<file path="src/rtl/mc_pkg.sv">
// Shared encodings for the ARMv4 multicycle control unit: FSM states, ALU and
// datapath select codes, data-processing commands and condition codes.
package mc_pkg;

    typedef enum logic [3:0] {
        S_FETCH  = 4'd0,
        S_DECODE = 4'd1,
        S_MEMADR = 4'd2,
        S_MEMRD  = 4'd3,
        S_MEMWB  = 4'd4,
        S_MEMWR  = 4'd5,
        S_EXECR  = 4'd6,
        S_EXECI  = 4'd7,
        S_ALUWB  = 4'd8,
        S_BRANCH = 4'd9,
        S_BRWB   = 4'd10
    } state_e;

    localparam logic [2:0] ALU_ADD = 3'b000;
    localparam logic [2:0] ALU_SUB = 3'b001;
    localparam logic [2:0] ALU_AND = 3'b010;
    localparam logic [2:0] ALU_ORR = 3'b011;

    localparam logic [3:0] CMD_AND = 4'b0000;
    localparam logic [3:0] CMD_SUB = 4'b0010;
    localparam logic [3:0] CMD_ADD = 4'b0100;
    localparam logic [3:0] CMD_CMP = 4'b1010;
    localparam logic [3:0] CMD_ORR = 4'b1100;

    localparam logic [1:0] OP_DP  = 2'b00;
    localparam logic [1:0] OP_MEM = 2'b01;
    localparam logic [1:0] OP_BR  = 2'b10;

    localparam logic [1:0] IMM_8  = 2'b00;
    localparam logic [1:0] IMM_12 = 2'b01;
    localparam logic [1:0] IMM_24 = 2'b10;

    localparam logic [1:0] RES_ALUOUT = 2'b00;
    localparam logic [1:0] RES_DATA   = 2'b01;
    localparam logic [1:0] RES_PC4    = 2'b10;

    localparam logic [1:0] SRCA_REG  = 2'b00;
    localparam logic [1:0] SRCA_PC   = 2'b01;
    localparam logic [1:0] SRCA_ZERO = 2'b10;

    localparam logic [1:0] SRCB_REG  = 2'b00;
    localparam logic [1:0] SRCB_IMM  = 2'b01;
    localparam logic [1:0] SRCB_FOUR = 2'b10;

    localparam logic [1:0] REGSRC_DEF = 2'b00;
    localparam logic [1:0] REGSRC_RD  = 2'b10;

    localparam logic [3:0] COND_EQ = 4'b0000;
    localparam logic [3:0] COND_NE = 4'b0001;
    localparam logic [3:0] COND_CS = 4'b0010;
    localparam logic [3:0] COND_CC = 4'b0011;
    localparam logic [3:0] COND_MI = 4'b0100;
    localparam logic [3:0] COND_PL = 4'b0101;
    localparam logic [3:0] COND_VS = 4'b0110;
    localparam logic [3:0] COND_VC = 4'b0111;
    localparam logic [3:0] COND_HI = 4'b1000;
    localparam logic [3:0] COND_LS = 4'b1001;
    localparam logic [3:0] COND_GE = 4'b1010;
    localparam logic [3:0] COND_LT = 4'b1011;
    localparam logic [3:0] COND_GT = 4'b1100;
    localparam logic [3:0] COND_LE = 4'b1101;
    localparam logic [3:0] COND_AL = 4'b1110;

    typedef struct packed {
        logic       pc_write;
        logic       reg_write;
        logic       mem_write;
        logic       ir_write;
        logic       adr_src;
        logic [1:0] reg_src;
        logic [1:0] alu_src_a;
        logic [1:0] alu_src_b;
        logic [1:0] result_src;
        logic [1:0] imm_src;
        logic [2:0] alu_control;
    } ctrl_t;

    function automatic logic dp_legal(input logic [3:0] cmd);
        logic ok;
        case (cmd)
            CMD_ADD, CMD_SUB, CMD_AND, CMD_ORR, CMD_CMP: ok = 1'b1;
            default:                                     ok = 1'b0;
        endcase
        return ok;
    endfunction

    // CMP shares the subtractor; only the writeback is suppressed
    function automatic logic [2:0] dp_alu(input logic [3:0] cmd);
        logic [2:0] alu;
        case (cmd)
            CMD_ADD: alu = ALU_ADD;
            CMD_SUB: alu = ALU_SUB;
            CMD_CMP: alu = ALU_SUB;
            CMD_AND: alu = ALU_AND;
            CMD_ORR: alu = ALU_ORR;
            default: alu = ALU_ADD;
        endcase
        return alu;
    endfunction

endpackage

</file>
<file path="src/rtl/cond_check.sv">
// ARM condition-field evaluator: decides whether an instruction executes
// given the latched {N,Z,C,V} flags. Code 1111 never passes.
module cond_check
    import mc_pkg::*;
(
    input  logic [3:0] cond,
    input  logic [3:0] flags,
    output logic       pass
);

    logic n_s, z_s, c_s, v_s;
    assign {n_s, z_s, c_s, v_s} = flags;

    // Condition truth table
    always_comb begin
        pass = 1'b0;
        case (cond)
            COND_EQ: pass = z_s;
            COND_NE: pass = ~z_s;
            COND_CS: pass = c_s;
            COND_CC: pass = ~c_s;
            COND_MI: pass = n_s;
            COND_PL: pass = ~n_s;
            COND_VS: pass = v_s;
            COND_VC: pass = ~v_s;
            COND_HI: pass = c_s & ~z_s;
            COND_LS: pass = ~c_s | z_s;
            COND_GE: pass = (n_s == v_s);
            COND_LT: pass = (n_s != v_s);
            COND_GT: pass = ~z_s & (n_s == v_s);
            COND_LE: pass = z_s | (n_s != v_s);
            COND_AL: pass = 1'b1;
            default: pass = 1'b0;
        endcase
    end

endmodule

</file>
<file path="src/rtl/mc_controller.sv">
// Multicycle ARMv4 control unit: Moore FSM sequencing fetch/decode/execute/
// memory/writeback, with the datapath controls decoded from State and Instr.
module mc_controller
    import mc_pkg::*;
#(
    parameter bit ENABLE_BL = 1'b1
) (
    input  logic        clk,
    input  logic        reset,
    input  logic [31:0] Instr,
    input  logic [3:0]  ALUFlags,
    output logic        PCWrite,
    output logic        RegWrite,
    output logic        MemWrite,
    output logic        IRWrite,
    output logic        AdrSrc,
    output logic [1:0]  RegSrc,
    output logic [1:0]  ALUSrcA,
    output logic [1:0]  ALUSrcB,
    output logic [1:0]  ResultSrc,
    output logic [1:0]  ImmSrc,
    output logic [2:0]  ALUControl,
    output logic [3:0]  Flags,
    output logic [3:0]  State
);

    state_e     state_q, state_d;
    logic [3:0] flags_q, flags_d;
    ctrl_t      ctrl_s;
    ctrl_t      ctrl_gated_s;
    logic       cond_pass_s;

    logic [1:0] op_s;
    logic [3:0] cmd_s;
    logic       i_bit_s, s_bit_s, u_bit_s, l_bit_s, rd_pc_s, link_s, is_cmp_s;
    logic       unused_instr_s;

    assign op_s     = Instr[27:26];
    assign i_bit_s  = Instr[25];
    assign cmd_s    = Instr[24:21];
    assign u_bit_s  = Instr[23];
    assign s_bit_s  = Instr[20];
    assign l_bit_s  = Instr[20];
    assign rd_pc_s  = (Instr[15:12] == 4'd15);
    assign link_s   = Instr[24] & ENABLE_BL;
    assign is_cmp_s = (cmd_s == CMD_CMP);
    assign unused_instr_s = ^{Instr[19:16], Instr[11:0]};

    cond_check u_cond_check (
        .cond  (Instr[31:28]),
        .flags (flags_q),
        .pass  (cond_pass_s)
    );

    // Next-state and flag-latch selection
    always_comb begin
        state_d = S_FETCH;
        flags_d = flags_q;
        case (state_q)
            S_FETCH:  state_d = S_DECODE;
            S_DECODE: begin
                if (!cond_pass_s) begin
                    state_d = S_FETCH;
                end else begin
                    case (op_s)
                        OP_DP:   state_d = !dp_legal(cmd_s) ? S_FETCH
                                         : (i_bit_s ? S_EXECI : S_EXECR);
                        OP_MEM:  state_d = i_bit_s ? S_FETCH : S_MEMADR;
                        OP_BR:   state_d = i_bit_s ? S_BRANCH : S_FETCH;
                        default: state_d = S_FETCH;
                    endcase
                end
            end
            S_EXECR, S_EXECI: begin
                state_d = is_cmp_s ? S_FETCH : S_ALUWB;
                if (s_bit_s || is_cmp_s) begin
                    flags_d = ALUFlags;
                end else begin
                    flags_d = flags_q;
                end
            end
            S_ALUWB:  state_d = S_FETCH;
            S_MEMADR: state_d = l_bit_s ? S_MEMRD : S_MEMWR;
            S_MEMRD:  state_d = S_MEMWB;
            S_MEMWB:  state_d = S_FETCH;
            S_MEMWR:  state_d = S_FETCH;
            S_BRANCH: state_d = S_BRWB;
            S_BRWB:   state_d = S_FETCH;
            default:  state_d = S_FETCH;
        endcase
    end

    // State and condition-flag registers
    always_ff @(posedge clk or negedge reset) begin
        if (!reset) begin
            state_q <= S_FETCH;
            flags_q <= 4'b0000;
        end else begin
            state_q <= state_d;
            flags_q <= flags_d;
        end
    end

    // Moore output decode; fields not set stay zero
    always_comb begin
        ctrl_s = '0;
        case (state_q)
            S_FETCH: begin
                ctrl_s.ir_write   = 1'b1;
                ctrl_s.pc_write   = 1'b1;
                ctrl_s.result_src = RES_PC4;
            end
            S_EXECR, S_EXECI: begin
                ctrl_s.alu_src_a   = SRCA_REG;
                ctrl_s.alu_src_b   = (state_q == S_EXECI) ? SRCB_IMM : SRCB_REG;
                ctrl_s.imm_src     = IMM_8;
                ctrl_s.alu_control = dp_alu(cmd_s);
            end
            S_ALUWB, S_MEMWB: begin
                ctrl_s.reg_write  = ~rd_pc_s;
                ctrl_s.result_src = (state_q == S_MEMWB) ? RES_DATA : RES_ALUOUT;
                ctrl_s.reg_src    = REGSRC_DEF;
            end
            S_MEMADR: begin
                ctrl_s.alu_src_b   = SRCB_IMM;
                ctrl_s.imm_src     = IMM_12;
                ctrl_s.alu_control = u_bit_s ? ALU_ADD : ALU_SUB;
            end
            S_MEMRD: ctrl_s.adr_src = 1'b1;
            S_MEMWR: begin
                ctrl_s.adr_src   = 1'b1;
                ctrl_s.mem_write = 1'b1;
                ctrl_s.reg_src   = REGSRC_RD;
            end
            S_BRANCH: begin
                ctrl_s.alu_src_a   = SRCA_PC;
                ctrl_s.alu_src_b   = SRCB_IMM;
                ctrl_s.imm_src     = IMM_24;
                ctrl_s.alu_control = ALU_ADD;
                if (link_s) begin
                    ctrl_s.reg_write  = 1'b1;
                    ctrl_s.reg_src    = REGSRC_RD;
                    ctrl_s.result_src = RES_PC4;
                end else begin
                    ctrl_s.reg_write  = 1'b0;
                end
            end
            S_BRWB: begin
                ctrl_s.pc_write   = 1'b1;
                ctrl_s.result_src = RES_ALUOUT;
            end
            default: ctrl_s = '0;
        endcase
    end

    // Reset kills every enable immediately, even though State already reads FETCH
    assign ctrl_gated_s = reset ? ctrl_s : '0;

    assign PCWrite    = ctrl_gated_s.pc_write;
    assign RegWrite   = ctrl_gated_s.reg_write;
    assign MemWrite   = ctrl_gated_s.mem_write;
    assign IRWrite    = ctrl_gated_s.ir_write;
    assign AdrSrc     = ctrl_gated_s.adr_src;
    assign RegSrc     = ctrl_gated_s.reg_src;
    assign ALUSrcA    = ctrl_gated_s.alu_src_a;
    assign ALUSrcB    = ctrl_gated_s.alu_src_b;
    assign ResultSrc  = ctrl_gated_s.result_src;
    assign ImmSrc     = ctrl_gated_s.imm_src;
    assign ALUControl = ctrl_gated_s.alu_control;
    assign Flags      = flags_q;
    assign State      = state_q;

endmodule
</file>
<file path="config.mk">
export PLATFORM = sky130hd
export DESIGN_NAME = mc_controller
export DESIGN_NICKNAME = d
export VERILOG_FILES = /design/src/rtl/mc_pkg.sv /design/src/rtl/cond_check.sv /design/src/rtl/mc_controller.sv
export SDC_FILE = /design/constraint.sdc
export NUM_CORES = 1
export LEC_CHECK = 0
export CAP_MARGIN = 20
export CORE_MARGIN = 8
export CORE_UTILIZATION = 37
export DETAILED_ROUTE_END_ITERATION = 10
export HOLD_SLACK_MARGIN = 0.06
export PLACE_DENSITY = 0.85
export SKIP_LAST_GASP = 1
export SLEW_MARGIN = 20
export SYNTH_ARGS = -nofsm -noshare
export SYNTH_HDL_FRONTEND = slang
export SYNTH_SLANG_ARGS = --single-unit
</file>
<file path="constraint.sdc">
create_clock -name clk -period 3 [get_ports clk]
set_input_delay 0.75 -clock clk [delete_from_list [all_inputs] [get_ports clk]]
set_output_delay 0.75 -clock clk [all_outputs]
set_load 0.01 [all_outputs]
</file>
==> results.py <==
metrics = {
    "worst_setup_path": {
        "crit_family": "buffers and inverters",
        "slowest_delay_ns": 0.51,
        "crit_fanout": 2,
        "path_cells": "clkdlybuf4s50_1, nor2b_2, nand2_1, nor4_2, and2_1, dlygate4sd2_1",
        "critPathRequiredTime_ns": 2.25,
        "crit_path_start_kind": "primary input",
        "path_class": "in -> out",
        "worstSetupEndpointType": "primary output",
        "path_buf_inv": 2,
        "cp.arrival_ns": 2.21,
        "cp_slowest_cell": "clkdlybuf4s50_1",
    },
    "timing": {
        "finalSetupViolations": 0,
        "final-hold-violation-count": 0,
        "period_needed_ns": 2.96,
        "post-route-period-util_pct": 98.6,
        "fin_worst_skew_ns": 0.000305,
        "rsz0062_at_grt": "true",
        "fin_setup_tns_ns": 0,
        "fmax_mhz": 338,
        "drv_slew": 0,
    },
    "global_route": {
        "grt-ovfl-total": 0,
        "grt_pass1_vias": 1014,
        "met2_usage_pct": 22.5,
        "grt_pass1_wl_um": 4540,
        "met3_usage_pct": 6.87,
        "grt_max_degree": 15,
        "grt_use_total_pct": 12.9,
        "antenna_found_initial": 0,
        "top_usage_layer": "met2",
        "grtUsageMet1_pct": 13.3,
    },
    "clock_network": {
        "clk_pin_slew_ns": 0.05,
        "postCtsHoldBufs": 0,
        "worstSkewPairLatency_ns": 0.25,
        "clock_sinks": 8,
        "clockBufferDepth": 2,
        "cts_root_buf": "clkbuf_4",
        "cts_buffers": 3,
        "h-tree-depth": 1,
        "cts_tree": "done",
    },
    "synthesis": {
        "ys_top_cells_by_area": "dfrtp_1 23%, mux2_2 6.3%, nor2_1 4.7%",
        "yosys_warnings": 0,
        "synth.most_common_cell": "nor2_1",
        "ys_seq_area_share_pct": 22.6,
        "synth_top_area_share_pct": 22.6,
        "synth-simple-area-share_pct": 34.0,
        "async_reset_ff_share_pct": 100,
        "synth_area_um2": 887,
        "synth-compound-area-share_pct": 16.6,
        "synth_top_cell_by_area": "dfrtp_1",
        "synthTopCellsByCount": "11 x nor2_1, 10 x nand2_1, 8 x dfrtp_1",
        "synthMuxAreaShare_pct": 10.9,
        "ys_ff_latch": 8,
        "synth_xor_xnor_area_share_pct": 4.94,
        "syn_area_per_cell_um2": 7.58,
        "synth_top_family_by_area": "simple AND/OR/NAND/NOR gates",
        "synth_edf_count": 0,
        "syn_inst": 117,
        "synth_adder_area_share_pct": 0,
        "synth_ff_type": "dfrtp_1",
        "synth_cell_types": 41,
    },
    "routing": {
        "remaining_drc_errors": 0,
        "ant_nets": 0,
        "vias_per_cell": 5.31,
        "firstDrtPassIters": 4,
        "vias": 1019,
        "drt_iter0_markers": 23,
        "wl_per_cell_um": 15.2,
        "wl_um": 2910,
    },
    "finish": {
        "regArea_um2": 200,
        "final_nets": 204,
        "design_area_mm2": 0.00140,
        "fill_cells": 205,
        "syn_to_final_growth_pct": 57.4,
        "multiInputGateArea_um2": 613,
        "diodes": 0,
        "layout-drive-gt1-share_pct": 14.0,
    },
    "place": {
        "place_area_mm2": 0.00135,
        "place.gp.congestion": 0.867,
        "place.port_buffers": 43,
        "hpwl_um": 2310,
    },
    "floorplanning": {
        "chipHeight_um": 65.0,
        "ios": 64,
        "rows": 17,
        "die_x_um": 65.0,
        "core_region_area_mm2": 0.00223,
        "start_util_pct": 39.7,
        "dieArea_mm2": 0.00422,
    },
    "power": {
        "intPower_mw": 0.444,
        "p_seq_share_pct": 28.8,
        "clockPowerShare_pct": 10.3,
        "pwr-share-comb_pct": 60.9,
        "switching_share_pct": 42.9,
        "p_switching_mw": 0.334,
        "power.density_mw_per_mm2": 558,
        "vdd_ir_drop_max_v": 0.000394,
        "leakage_nw": 0.658,
    },
    "status": {
        "status": "completed",
    },
    "worst_hold_path": {
        "worstHoldPathType": "reg -> reg",
    },
    "job": {
        "drv_cap": 0,
    },
}
-- kinds of logic (layout without fill, tap and decap cells) --
family	Yosys count	after routing
compound gates	22	22
other cells	1	4
mux	9	9
buf+inv	17	61
flops	8	8
simple gates	55	55
xor+xnor	5	5
-- repair_timing --
item | 4_1_cts | 5_1_grt
cloned | 0 | 0
gates resized for setup | 12 | 4
buffers inserted | 0 | 3
endpoints found under the setup margin | 12 | 6
-- metal layers --
metal | part of all wire (%) | vias up | wire, um
met1 | 40 | 467 | 1160
met3 | 13 | 0 | 382
met4 | 0 | 0 | 0
met2 | 47 | 52 | 1370
li1 | - | 500 | -
met5 | 0 | - | 0
-- area by class of cell --
type,instances,area share (%)
multi-input combinational,95,43.9
timing repair buffer,54,36.6
inverter,4,1.08
tap,28,2.51
sequential,8,14.3
clock buffer,3,1.61
-- sequential cells by signal, summed over array words and instances, names as in the netlist --
register and flops:
Flags 4, State 4
-- path summary, 6_finish.rpt --
kind                       cells after the start                   end                  from  slack, ns
setup / recovery                               6         ALUControl[1]                 reset       0.04
hold reg to reg                                1  Flags[0]$_DFFE_PN0P_  Flags[0]$_DFFE_PN0P_       0.63
hold / removal                                 1  Flags[0]$_DFFE_PN0P_  Flags[0]$_DFFE_PN0P_       0.63
min in group asynchronous                      3    State[2]$_DFF_PN0_                 reset       0.94
max in group asynchronous                      3  Flags[3]$_DFFE_PN0P_                 reset       1.94
setup reg to reg                               5    State[2]$_DFF_PN0_  Flags[2]$_DFFE_PN0P_       1.29
-- metrics by stage --
stage	hold WS, ns	utilization, %	setup WS (ns)	total power, mW	cells
after CTS	0.621	61.0	0.00350	0.779	189
after detailed placement	0.595	60.2	-0.251	0.709	186
after floorplan	0.454	-	0.839	0.472	120
after global routing	0.655	62.5	-0.0233	0.842	192
after global placement	0.600	60.2	-0.189	0.694	186
final	0.633	62.5	0.0422	0.779	192
-- power by group through the flow --
stage | logic [mW] | registers [mW] | clock network, mW
6_report | 0.474 | 0.224 | 0.0804
5_1_grt | 0.518 | 0.233 | 0.0918
4_1_cts | 0.469 | 0.225 | 0.0858
3_5_place_dp | 0.484 | 0.225 | 0
3_3_place_gp | 0.473 | 0.221 | 0
2_1_floorplan | 0.257 | 0.214 | 0
-- cell usage in the layout, fill, tap and decap left out, types with 4 or more instances in the layout --
cell / count
buf_4: 10
clkdlybuf4s50_1: 31
conb_1: 4
dfrtp_1: 8
dlygate4sd2_1: 9
inv_1: 4
mux2_2: 5
mux2i_1: 4
nand2_1: 10
nand2b_1: 4
nand3_1: 4
nor2_1: 11
nor3_1: 4
o21ai_0: 5
No activity file was read; power rests on OpenSTA's default activity.
